===== src/rtl/sprite_pkg.sv =====
// sprite_pkg: shared constants for the multi-sprite renderer.
//   - FSM state encodings (IDLE / EVAL)
//   - write-target select codes for the CPU write port
//   - bit positions inside the per-sprite control word
//   - idx_w(): index width helper that never returns zero
package sprite_pkg;

    typedef logic [0:0] state_t;

    localparam state_t ST_IDLE = 1'b0;
    localparam state_t ST_EVAL = 1'b1;

    localparam logic [1:0] WSEL_BITMAP = 2'd0;
    localparam logic [1:0] WSEL_X      = 2'd1;
    localparam logic [1:0] WSEL_Y      = 2'd2;
    localparam logic [1:0] WSEL_CTRL   = 2'd3;

    localparam int CTRL_EN    = 0;
    localparam int CTRL_HFLIP = 1;

    // Width of an index into n items; a single item still gets one bit.
    function automatic int idx_w(input int n);
        return (n > 1) ? $clog2(n) : 1;
    endfunction

endpackage


===== src/rtl/sprite_slot.sv =====
// sprite_slot: one line slot of the sprite renderer.
//   Holds the bitmap row, x position, hflip and valid flag captured during
//   hblank evaluation, and decodes them against the beam x position.
// Ports:
//   clk, reset        pixel clock, async active-low reset
//   clear             invalidate the slot (start of line evaluation)
//   load, load_*      capture a new row/x/hflip and mark the slot valid
//   hpos              beam x
//   hit               slot valid and hpos inside the sprite's 8-pixel span
//   opaque            bitmap bit addressed by hpos (meaningful only with hit)
module sprite_slot
    import sprite_pkg::*;
#(
    parameter int SPR_W  = 8,
    parameter int HPOS_W = 8
)(
    input  logic              clk,
    input  logic              reset,
    input  logic              clear,
    input  logic              load,
    input  logic [SPR_W-1:0]  load_row,
    input  logic [HPOS_W-1:0] load_x,
    input  logic              load_hflip,
    input  logic [HPOS_W-1:0] hpos,
    output logic              hit,
    output logic              opaque
);

    localparam int CW = idx_w(SPR_W);
    localparam logic [HPOS_W:0] SPR_W_L = (HPOS_W+1)'(SPR_W);

    logic [SPR_W-1:0]  row_q, row_d;
    logic [HPOS_W-1:0] x_q, x_d;
    logic              hflip_q, hflip_d;
    logic              valid_q, valid_d;

    logic [HPOS_W-1:0] col_s;
    logic [CW-1:0]     col_idx_s;
    logic [CW-1:0]     bit_idx_s;

    // Next-state for the slot snapshot: clear has priority over load.
    always_comb begin
        row_d   = row_q;
        x_d     = x_q;
        hflip_d = hflip_q;
        valid_d = valid_q;
        if (clear) begin
            valid_d = 1'b0;
        end else if (load) begin
            row_d   = load_row;
            x_d     = load_x;
            hflip_d = load_hflip;
            valid_d = 1'b1;
        end else begin
            valid_d = valid_q;
        end
    end

    // Slot snapshot registers.
    always_ff @(posedge clk or negedge reset) begin
        if (!reset) begin
            row_q   <= '0;
            x_q     <= '0;
            hflip_q <= 1'b0;
            valid_q <= 1'b0;
        end else begin
            row_q   <= row_d;
            x_q     <= x_d;
            hflip_q <= hflip_d;
            valid_q <= valid_d;
        end
    end

    // Column decode; the modular subtraction gives horizontal wrap-around for free.
    always_comb begin
        col_s     = hpos - x_q;
        col_idx_s = col_s[CW-1:0];
        bit_idx_s = hflip_q ? (CW'(SPR_W - 1) - col_idx_s) : col_idx_s;
        hit       = valid_q && ({1'b0, col_s} < SPR_W_L);
        opaque    = row_q[bit_idx_s];
    end

endmodule


===== src/rtl/sprite_engine.sv =====
// sprite_engine: multi-sprite renderer overlaid on the video beam.
//   CPU-writable bitmap RAM and per-sprite attributes (x, y, enable, hflip).
//   On each hsync rising edge the FSM walks the sprites, one per clk, and
//   snapshots the row needed on the next line into the line slots. The pixel
//   path only looks at the slots, so writes never disturb the current line.
// Ports:
//   clk, reset            pixel clock, async active-low reset
//   hpos, vpos            beam position
//   hsync, vsync          rising edges start line evaluation / clear collision
//   we, wsel, waddr, wdata CPU write port (bitmap row, x, y, ctrl)
//   pixel, sprite_id      registered opaque flag and winning sprite index
//   collision             sticky: two opaque sprites overlapped this frame
module sprite_engine
    import sprite_pkg::*;
#(
    parameter int NUM_SPRITES = 4,
    parameter int SPR_W       = 8,
    parameter int SPR_H       = 8,
    parameter int HPOS_W      = 8,
    parameter int VPOS_W      = 7,
    localparam int AW         = idx_w(NUM_SPRITES * SPR_H),
    localparam int IW         = idx_w(NUM_SPRITES)
)(
    input  logic              clk,
    input  logic              reset,
    input  logic [HPOS_W-1:0] hpos,
    input  logic [VPOS_W-1:0] vpos,
    input  logic              hsync,
    input  logic              vsync,
    input  logic              we,
    input  logic [1:0]        wsel,
    input  logic [AW-1:0]     waddr,
    input  logic [SPR_W-1:0]  wdata,
    output logic              pixel,
    output logic [IW-1:0]     sprite_id,
    output logic              collision
);

    localparam int DEPTH = NUM_SPRITES * SPR_H;
    localparam int RW    = idx_w(SPR_H);

    // Bitmap RAM (no reset) and attribute registers.
    logic [SPR_W-1:0]  bitmap_mem [DEPTH];
    logic [HPOS_W-1:0] x_q [NUM_SPRITES];
    logic [HPOS_W-1:0] x_d [NUM_SPRITES];
    logic [VPOS_W-1:0] y_q [NUM_SPRITES];
    logic [VPOS_W-1:0] y_d [NUM_SPRITES];
    logic [NUM_SPRITES-1:0] en_q, en_d;
    logic [NUM_SPRITES-1:0] hflip_q, hflip_d;

    state_t            state_q, state_d;
    logic [IW-1:0]     idx_q, idx_d;
    logic              hsync_q, vsync_q;
    logic              pixel_q, pixel_d;
    logic [IW-1:0]     sprite_id_q, sprite_id_d;
    logic              collision_q, collision_d;

    logic              bm_we_s, attr_ok_s;
    logic [IW-1:0]     widx_s;
    logic              hsync_rise_s, vsync_rise_s;
    logic [VPOS_W-1:0] eval_row_s;
    logic              row_ok_s;
    logic [AW-1:0]     eval_addr_s;
    logic              slot_clear_s;
    logic [NUM_SPRITES-1:0] slot_load_s;
    logic [NUM_SPRITES-1:0] hit_s, opaque_s, vis_s;
    logic              multi_s;

    // Write decode; attribute writes beyond the last sprite are dropped.
    always_comb begin
        widx_s    = waddr[IW-1:0];
        attr_ok_s = (32'(waddr) < 32'(NUM_SPRITES));
        bm_we_s   = we && (wsel == WSEL_BITMAP) && (32'(waddr) < 32'(DEPTH));
    end

    // Bitmap RAM write port; contents deliberately survive reset.
    always_ff @(posedge clk) begin
        if (bm_we_s) begin
            bitmap_mem[waddr] <= wdata;
        end
    end

    // Attribute next-state from the CPU write port.
    always_comb begin
        x_d     = x_q;
        y_d     = y_q;
        en_d    = en_q;
        hflip_d = hflip_q;
        if (we && attr_ok_s) begin
            case (wsel)
                WSEL_X:    x_d[widx_s] = wdata[HPOS_W-1:0];
                WSEL_Y:    y_d[widx_s] = wdata[VPOS_W-1:0];
                WSEL_CTRL: begin
                    en_d[widx_s]    = wdata[CTRL_EN];
                    hflip_d[widx_s] = wdata[CTRL_HFLIP];
                end
                default:   en_d = en_q;
            endcase
        end else begin
            en_d = en_q;
        end
    end

    // Attribute registers; reset leaves every sprite disabled.
    always_ff @(posedge clk or negedge reset) begin
        if (!reset) begin
            for (int i = 0; i < NUM_SPRITES; i++) begin
                x_q[i] <= '0;
                y_q[i] <= '0;
            end
            en_q    <= '0;
            hflip_q <= '0;
        end else begin
            x_q     <= x_d;
            y_q     <= y_d;
            en_q    <= en_d;
            hflip_q <= hflip_d;
        end
    end

    // Row lookup for the sprite under evaluation; it is drawn on line vpos+1.
    always_comb begin
        hsync_rise_s = hsync & ~hsync_q;
        vsync_rise_s = vsync & ~vsync_q;
        eval_row_s   = vpos + VPOS_W'(1) - y_q[idx_q];
        row_ok_s     = ({1'b0, eval_row_s} < (VPOS_W+1)'(SPR_H));
        eval_addr_s  = AW'(idx_q) * AW'(SPR_H) + AW'(eval_row_s[RW-1:0]);
    end

    // Line-evaluation FSM: IDLE waits for hsync, EVAL visits one sprite per clk.
    always_comb begin
        state_d      = state_q;
        idx_d        = idx_q;
        slot_clear_s = 1'b0;
        slot_load_s  = '0;
        case (state_q)
            ST_IDLE: begin
                if (hsync_rise_s) begin
                    state_d      = ST_EVAL;
                    idx_d        = '0;
                    slot_clear_s = 1'b1;
                end else begin
                    state_d = ST_IDLE;
                end
            end
            ST_EVAL: begin
                if (en_q[idx_q] && row_ok_s) begin
                    slot_load_s[idx_q] = 1'b1;
                end else begin
                    slot_load_s = '0;
                end
                if (32'(idx_q) == 32'(NUM_SPRITES - 1)) begin
                    state_d = ST_IDLE;
                    idx_d   = '0;
                end else begin
                    idx_d = idx_q + IW'(1);
                end
            end
            default: begin
                state_d = ST_IDLE;
                idx_d   = '0;
            end
        endcase
    end

    // FSM state and sync edge-detect registers.
    always_ff @(posedge clk or negedge reset) begin
        if (!reset) begin
            state_q <= ST_IDLE;
            idx_q   <= '0;
            hsync_q <= 1'b0;
            vsync_q <= 1'b0;
        end else begin
            state_q <= state_d;
            idx_q   <= idx_d;
            hsync_q <= hsync;
            vsync_q <= vsync;
        end
    end

    for (genvar g = 0; g < NUM_SPRITES; g++) begin : g_slot
        sprite_slot #(
            .SPR_W  (SPR_W),
            .HPOS_W (HPOS_W)
        ) u_slot (
            .clk        (clk),
            .reset      (reset),
            .clear      (slot_clear_s),
            .load       (slot_load_s[g]),
            .load_row   (bitmap_mem[eval_addr_s]),
            .load_x     (x_q[idx_q]),
            .load_hflip (hflip_q[idx_q]),
            .hpos       (hpos),
            .hit        (hit_s[g]),
            .opaque     (opaque_s[g])
        );
    end

    // Priority encode (lowest index wins) and overlap detection.
    always_comb begin
        vis_s       = hit_s & opaque_s;
        pixel_d     = 1'b0;
        sprite_id_d = '0;
        // Walk downwards so the lowest visible index is the last one written.
        for (int i = NUM_SPRITES - 1; i >= 0; i--) begin
            pixel_d     = pixel_d | vis_s[i];
            sprite_id_d = vis_s[i] ? IW'(i) : sprite_id_d;
        end
        // Clearing the lowest set bit leaves something only if two or more were set.
        multi_s = |(vis_s & (vis_s - NUM_SPRITES'(1)));
        if (vsync_rise_s) begin
            collision_d = 1'b0;
        end else if ((state_q == ST_IDLE) && multi_s) begin
            collision_d = 1'b1;
        end else begin
            collision_d = collision_q;
        end
    end

    // Registered video outputs.
    always_ff @(posedge clk or negedge reset) begin
        if (!reset) begin
            pixel_q     <= 1'b0;
            sprite_id_q <= '0;
            collision_q <= 1'b0;
        end else begin
            pixel_q     <= pixel_d;
            sprite_id_q <= sprite_id_d;
            collision_q <= collision_d;
        end
    end

    assign pixel     = pixel_q;
    assign sprite_id = sprite_id_q;
    assign collision = collision_q;

endmodule


===== config.mk =====
export PLATFORM = sky130hd
export DESIGN_NAME = sprite_engine
export DESIGN_NICKNAME = d
export VERILOG_FILES = /design/src/rtl/sprite_pkg.sv /design/src/rtl/sprite_slot.sv /design/src/rtl/sprite_engine.sv
export SDC_FILE = /design/constraint.sdc
export NUM_CORES = 1
export LEC_CHECK = 0
export BUFFER_PORTS_ARGS = -buffer_cell sky130_fd_sc_hd__buf_2
export CORE_MARGIN = 10
export CORE_UTILIZATION = 45
export CTS_BUF_LIST = sky130_fd_sc_hd__clkbuf_16
export DETAILED_ROUTE_END_ITERATION = 6
export GPL_TIMING_DRIVEN = 0
export PLACE_DENSITY = 0.61
export SLEW_MARGIN = 20
export SYNTH_ARGS = -nofsm -noshare
export SYNTH_HDL_FRONTEND = slang
export SYNTH_SLANG_ARGS = --single-unit

===== constraint.sdc =====
create_clock -name clk -period 5.3 [get_ports clk]
set_input_delay 0.265 -clock clk [delete_from_list [all_inputs] [get_ports clk]]
set_output_delay 0.265 -clock clk [all_outputs]
set_load 0.01 [all_outputs]

==> After elaboration in Yosys (flattened, before gate mapping) <==
Memories as Yosys holds them, arrays and structs flattened.
Index checks and enable logic that the tools add are counted.
{ "totals": {"regBits": 149, "ram_bits": 256, "input_bits": 35, "out_inout_bits": 4, "wordCells": 166, "memories": 1} }
{ "memory_table": {"columns": ["name", "words", "word_bits", "rd", "rd_clocked_by_memory_dff", "write_ports", "line", "text"], "rows": [
  ["bitmap_mem", 32, 8, 1, 0, 1, "sprite_engine.sv:43", "logic [SPR_W-1:0] bitmap_mem [DEPTH];"]
]} }
{ "classes": {"addsub": 13, "n_lt_le_gt_ge": 17, "n_eq_ne": 5, "muxes": 59, "bitwise": 13, "n_reduce_logical": 25} }
{ "ops": {"columns": ["op", "count"], "rows": [
  ["$bwmux 32", 1],
  ["$lt 8x4->1 const B", 4],
  ["$sub 8x8->8", 4],
  ["$bwmux 28", 1],
  ["$mux 8", 3],
  ["$mux 1", 23],
  ["$mux 7", 3],
  ["$bmux 8 s2", 1],
  ["$demux 8 s2", 1],
  ["$lt 3x4->1 const B", 4],
  ["$bmux 7 s2", 1],
  ["$demux 7 s2", 1],
  ["$reduce_and 2->1", 7],
  ["$bmux 1 s3", 4],
  ["$mux 2", 6],
  ["$mux 3", 4],
  ["$sub 3x3->3 const A", 4],
  ["$logic_and 1x1->1", 11],
  ["$reduce_bool 2->1", 5],
  ["$and 4x4->4", 2],
  ["$bwmux 4", 2],
  ["$mux 4", 2],
  ["$add 7x1->7 const B", 1],
  ["$lt 7x4->1 const B", 1],
  ["other kinds (22)", 36]
]} }

==> Depth between registers and ports, before layout <==
{ "depth": {"word_depth": 12, "ltp_mapped": 15, "mapped_depth_nobuf": 12} }

==> Modules after synthesis <==
Synthesis repeated with hierarchy kept, for this count alone.
{ "unflattened": {"hier_cells": 1159, "area_unflattened_um2": 18464.0} }
{ "modules_own_cells": {"columns": ["module", "instances", "cells_per_inst", "area_each_um2", "seq_area_each_um2"], "rows": [
  ["sprite_engine", 1, 687, 13679.4, 9614.2],
  ["sprite_slot", 4, 118, 1196.1, 450.4]
]} }

==> Worst setup path after synthesis <==
Ideal clock, no wire load.
{ "synth_path": {"path_kind": "flip-flop to flip-flop", "start": "register idx_q[0]", "end": "register g_slot[2].u_slot.row_q[5], read port of bitmap_mem", "setup_ps": 125, "arrival_time_ps": 4110, "required_ps": 5175, "path_slack_ps": 1065, "path_stages_with_launch": 16, "n_path_buf": 3, "synth_period_minus_slack_ps": 4235, "path_cell_list": "dfrtp_1 buf_6 buf_1 mux4_2 ha_1 inv_1 ha_1 fa_1 a21oi_1 nor2_1 nor2_1 o2111ai_1 a2111oi_4 nand2_2 buf_4 mux2_2"} }
{ "synth_via": {"elab_chain_len": 10, "elab_cells_between_ends": 19, "classes_between": "add/sub (2); order compare (3); mux (9); bitwise (1); reduce/logical (3); memory (1)"} }
{ "synth_rtl": {"columns": ["element", "line", "text"], "rows": [
  ["from (decl)", "sprite_engine.sv:52", "logic [IW-1:0] idx_q, idx_d;"],
  ["from (signal assigned)", "sprite_engine.sv:175", "idx_q <= idx_d;"],
  ["parallel branches: the longest is 10 deep, another holds $mem_v2 32x8", null, null],
  ["to (decl)", "sprite_slot.sv:32", "logic [SPR_W-1:0] row_q, row_d;"]
]} }
Parallel ways; which one is timed is not known. The select of a mux whose other input is x is not followed.
A chain may end at the register's enable or synchronous reset.

==> Worst setup path in the final report <==
{ "layout_path": {"start": "register idx_q[1]", "end": "register g_slot[1].u_slot.row_q[5], read port of bitmap_mem"} }
{ "layout_via": {"elab_chain_len": 10, "elab_cells_between_ends": 19, "classes_between": "add/sub (2); order compare (3); mux (9); bitwise (1); reduce/logical (3); memory (1)"} }
{ "layout_rtl": {"columns": ["element", "line"], "rows": [
  ["parallel branches: the longest is 10 deep, another holds $mem_v2 32x8", null],
  ["to (decl)", "sprite_slot.sv:32"]
]} }
Parallel ways; which one is timed is not known. The select of a mux whose other input is x is not followed.

==> qor.txt <==
status: finished, final reports clean
final setup fails: 0
Slew Viols, Final: 0
die area: 49060 µm²
power share of the sequential group: 42.3%
DR DRC count: 0
Area contributors post-synth: edfxtp_1 42%, dfrtp_1 20%, mux4_2 13%
WHS: 0.1629 ns
met2 WL: 19510 µm
core box area: 39910 µm²
Area growth syn-to-layout: 12.68%
largest net degree at the start of global routing: 98
Lkg Pwr: 0.007920 µW
top layer in use: met4
Pwr Density: 404.8 nW/µm²
commonest cells in the netlist: 256 x edfxtp_1, 149 x dfrtp_1, 137 x mux2_2
maxcap violations: 0
Syn Area/Cell: 16.39 µm²
Setup CP Type: flop to flop
Avg WL per Cell: 22.74 µm
M1 wire length: 18050 µm
EDFF count, synth: 256
worst slew pin tran: 1.068 ns
GRT Residual Overflow: 0
Mapped Nets: 1200
min Tclk post-route: 4.936 ns
CP startpoint kind: flop
IO Pins: 39
Distinct cells, synth: 55
# clock sinks: 405
Worst EP arrival: 5.36 ns
count leader, synth: edfxtp_1
Initial Utilization: 45.78%
Final ANT Viol Nets: 0
die height: 221.5 µm
Hold Crit Class: primary input to flop
vias per cell: 5.665
metal3 WL: 1562 µm
IO Port Bufs: 38
initial DRC count: 789
Via Count: 9964
switch share: 28.00%
post-synthesis cell area: 18270 µm²
post-synthesis register bit count: 405
H-tree depth: 2
clock skew: 0.02825 ns
Detail Placement HPWL: 27050 µm
antenna violations before repair: 0
top-area cell type share of the netlist area: 42.07%
final wirelength: 40000 µm
required time worst endpoint: 5.73 ns
Comb pwr share: 22.5%
Max-slew headroom: 28.80%
Synth area leader: edfxtp_1
clock slew at reported path FFs: 0.06 ns
fin crit share: 93.12%
Core Util, Final: 51.58%
first-pass GRT wire length: 61690 µm
Top FF cell, synth: edfxtp_1
Post-synth ARST share: 36.79%
DIE WIDTH: 221.5 µm
Antenna Cells: 0
Syn. warnings: 0
DP Worst Slack: -0.2721 ns
Clk network pwr share: 35.3%
Crit. End Element: flop
vias in the first global route: 10150
GRT Total Usage: 16.20%
DR pass1 iterations: 4
worst-path fanout max: 10
RSZ-0062 raised after global routing: false
VDD IR max: 0.3042 mV
sequential-to-total area share from yosys stat: 62.48%
final net count: 1286
Max Clock Freq: 202.6 MHz
CTS tree: built
fraction of layout cells with a size suffix above 1: 29.42%
Clock Latency Late Sink: 0.57 ns
cts bufs inserted: 43
# rows: 73
Hold Fails Final Rpt: 0
Switching Power: 2334 µW
Int Power: 6001 µW
clock buffer depth: 3
Setup Fix Bufs, Post-CTS: 0
Clk Tree Root Cell: clkbuf_16
Synth Instances: 1115
setup ws final: 0.3645 ns
GPL Wtd Cong: 0.8006
## timing repair
action                                  CTS  global route
resized for setup                         8            14
hold buffers                              3             0
hold endpoints to repair                 54             0
endpoints found under the setup margin   32            32
## critical path, cell delays in order (launching register included)
cell and delay [ns]:
dfrtp_1 0.37, clkbuf_1 0.46, clkbuf_2 0.43, mux4_2 0.25, inv_1 0.04, ha_1 0.26, clkbuf_1 0.62, clkdlybuf4s15_2 0.60
mux4_2 0.60, mux4_2 0.52, nand2_1 0.09, nand2_1 0.22, mux2_2 0.33
## worst paths after layout
path,start,end,slack (ns),depth (start not counted)
max in group asynchronous,reset,y_q[4]$_DFFE_PN0P_,4.29,3
worst max-delay path,idx_q[1]$_DFFE_PN0P_,g_slot[1].u_slot.row_q[5]$_DFFE_PN0P_,0.36,12
worst min-delay path,waddr[0],en_q[3]$_DFFE_PN0P_,0.16,3
worst max register to register,idx_q[1]$_DFFE_PN0P_,g_slot[1].u_slot.row_q[5]$_DFFE_PN0P_,0.36,12
min in group asynchronous,reset,g_slot[2].u_slot.x_q[5]$_DFFE_PN0P_,0.21,2
worst min register to register,g_slot[1].u_slot.valid_q$_DFFE_PN0P_,g_slot[1].u_slot.valid_q$_DFFE_PN0P_,0.47,2
## cell families (layout without fill, tap and decap cells)
logic type,Yosys count,in the layout,synth area share (%)
multiplexers,252,252,22.04
AND/OR/NAND/NOR,198,198,5.095
XOR/XNOR,28,28,1.417
adder cells (fa/ha/maj),50,50,3.629
flip-flops,405,405,62.48
buffers and inverters,90,209,2.013
AO/OA/AOI/OAI,92,92,3.321
## sequential cells by signal, summed over array words and instances, names as in the netlist
register               cells
bitmap_mem               256
collision                  1
en_q                       4
g_slot.u_slot.hflip_q      4
g_slot.u_slot.row_q       32
g_slot.u_slot.valid_q      4
g_slot.u_slot.x_q         32
hflip_q                    4
hsync_q                    1
idx_q                      2
pixel                      1
sprite_id                  2
state_q                    1
vsync_q                    1
x_q                       32
y_q                       28
## per-layer routing
metal | track usage, % | up-vias
met1 | 22.16 | 5216
met5 | 0 | -
met3 | 2.465 | 64
met4 | 4.942 | 0
li1 | - | 4473
met2 | 26.26 | 211
## cell type report
| type | count | area (µm²) |
|---|---|---|
| Fill cell | 3251 | 19330 |
| Sequential cell | 405 | 11420 |
| Multi-Input combinational cell | 620 | 6487 |
| Clock buffer | 43 | 1076 |
| Tap cell | 525 | 656.9 |
| Clock inverter | 35 | 301.5 |
| Timing Repair Buffer | 42 | 257.7 |
| Buffer | 38 | 201.4 |
| Inverter | 51 | 191.4 |
## metrics by stage
step | instances | power, µW | TNS, ns | instance area (µm²)
floorplan | 1115 | 4815 | 0 | 18270
global placement | 1678 | 5446 | -8.602 | 19120
detailed placement | 1679 | 5472 | -6.943 | 19160
CTS | 1760 | 8436 | 0 | 20580
global route | 1759 | 8712 | 0 | 20590
finish | 1759 | 8335 | 0 | 20590
## power by group through the flow
stage / clock [µW] / sequential (µW) / combinational (µW)
after floorplan: 0 / 3560 / 1250
after global placement: 0 / 3580 / 1860
after detailed placement: 0 / 3590 / 1890
after CTS: 3010 / 3520 / 1900
after global routing: 3150 / 3530 / 2030
final: 2940 / 3520 / 1870
## placed cells by master, fill, tap and decap left out, drive strengths merged, types with 4 or more instances in the layout
cell	count
a21oi	28
nor2b	13
mux2i	9
mux4	106
mux2	137
ha	45
nand2b	18
nand2	72
nand3b	4
edfxtp	256
clkinv	17
buf	48
a22oi	6
o21ai	18
fa	5
nand4	5
dfrtp	149
nor2	59
a31oi	4
bufinv	5
clkbuf	70
or3	4
o221ai	5
xor2	11
a21o	4
a211oi	4
xnor2	16
nand3	8
inv	64
No activity file was read; power rests on OpenSTA's default activity.
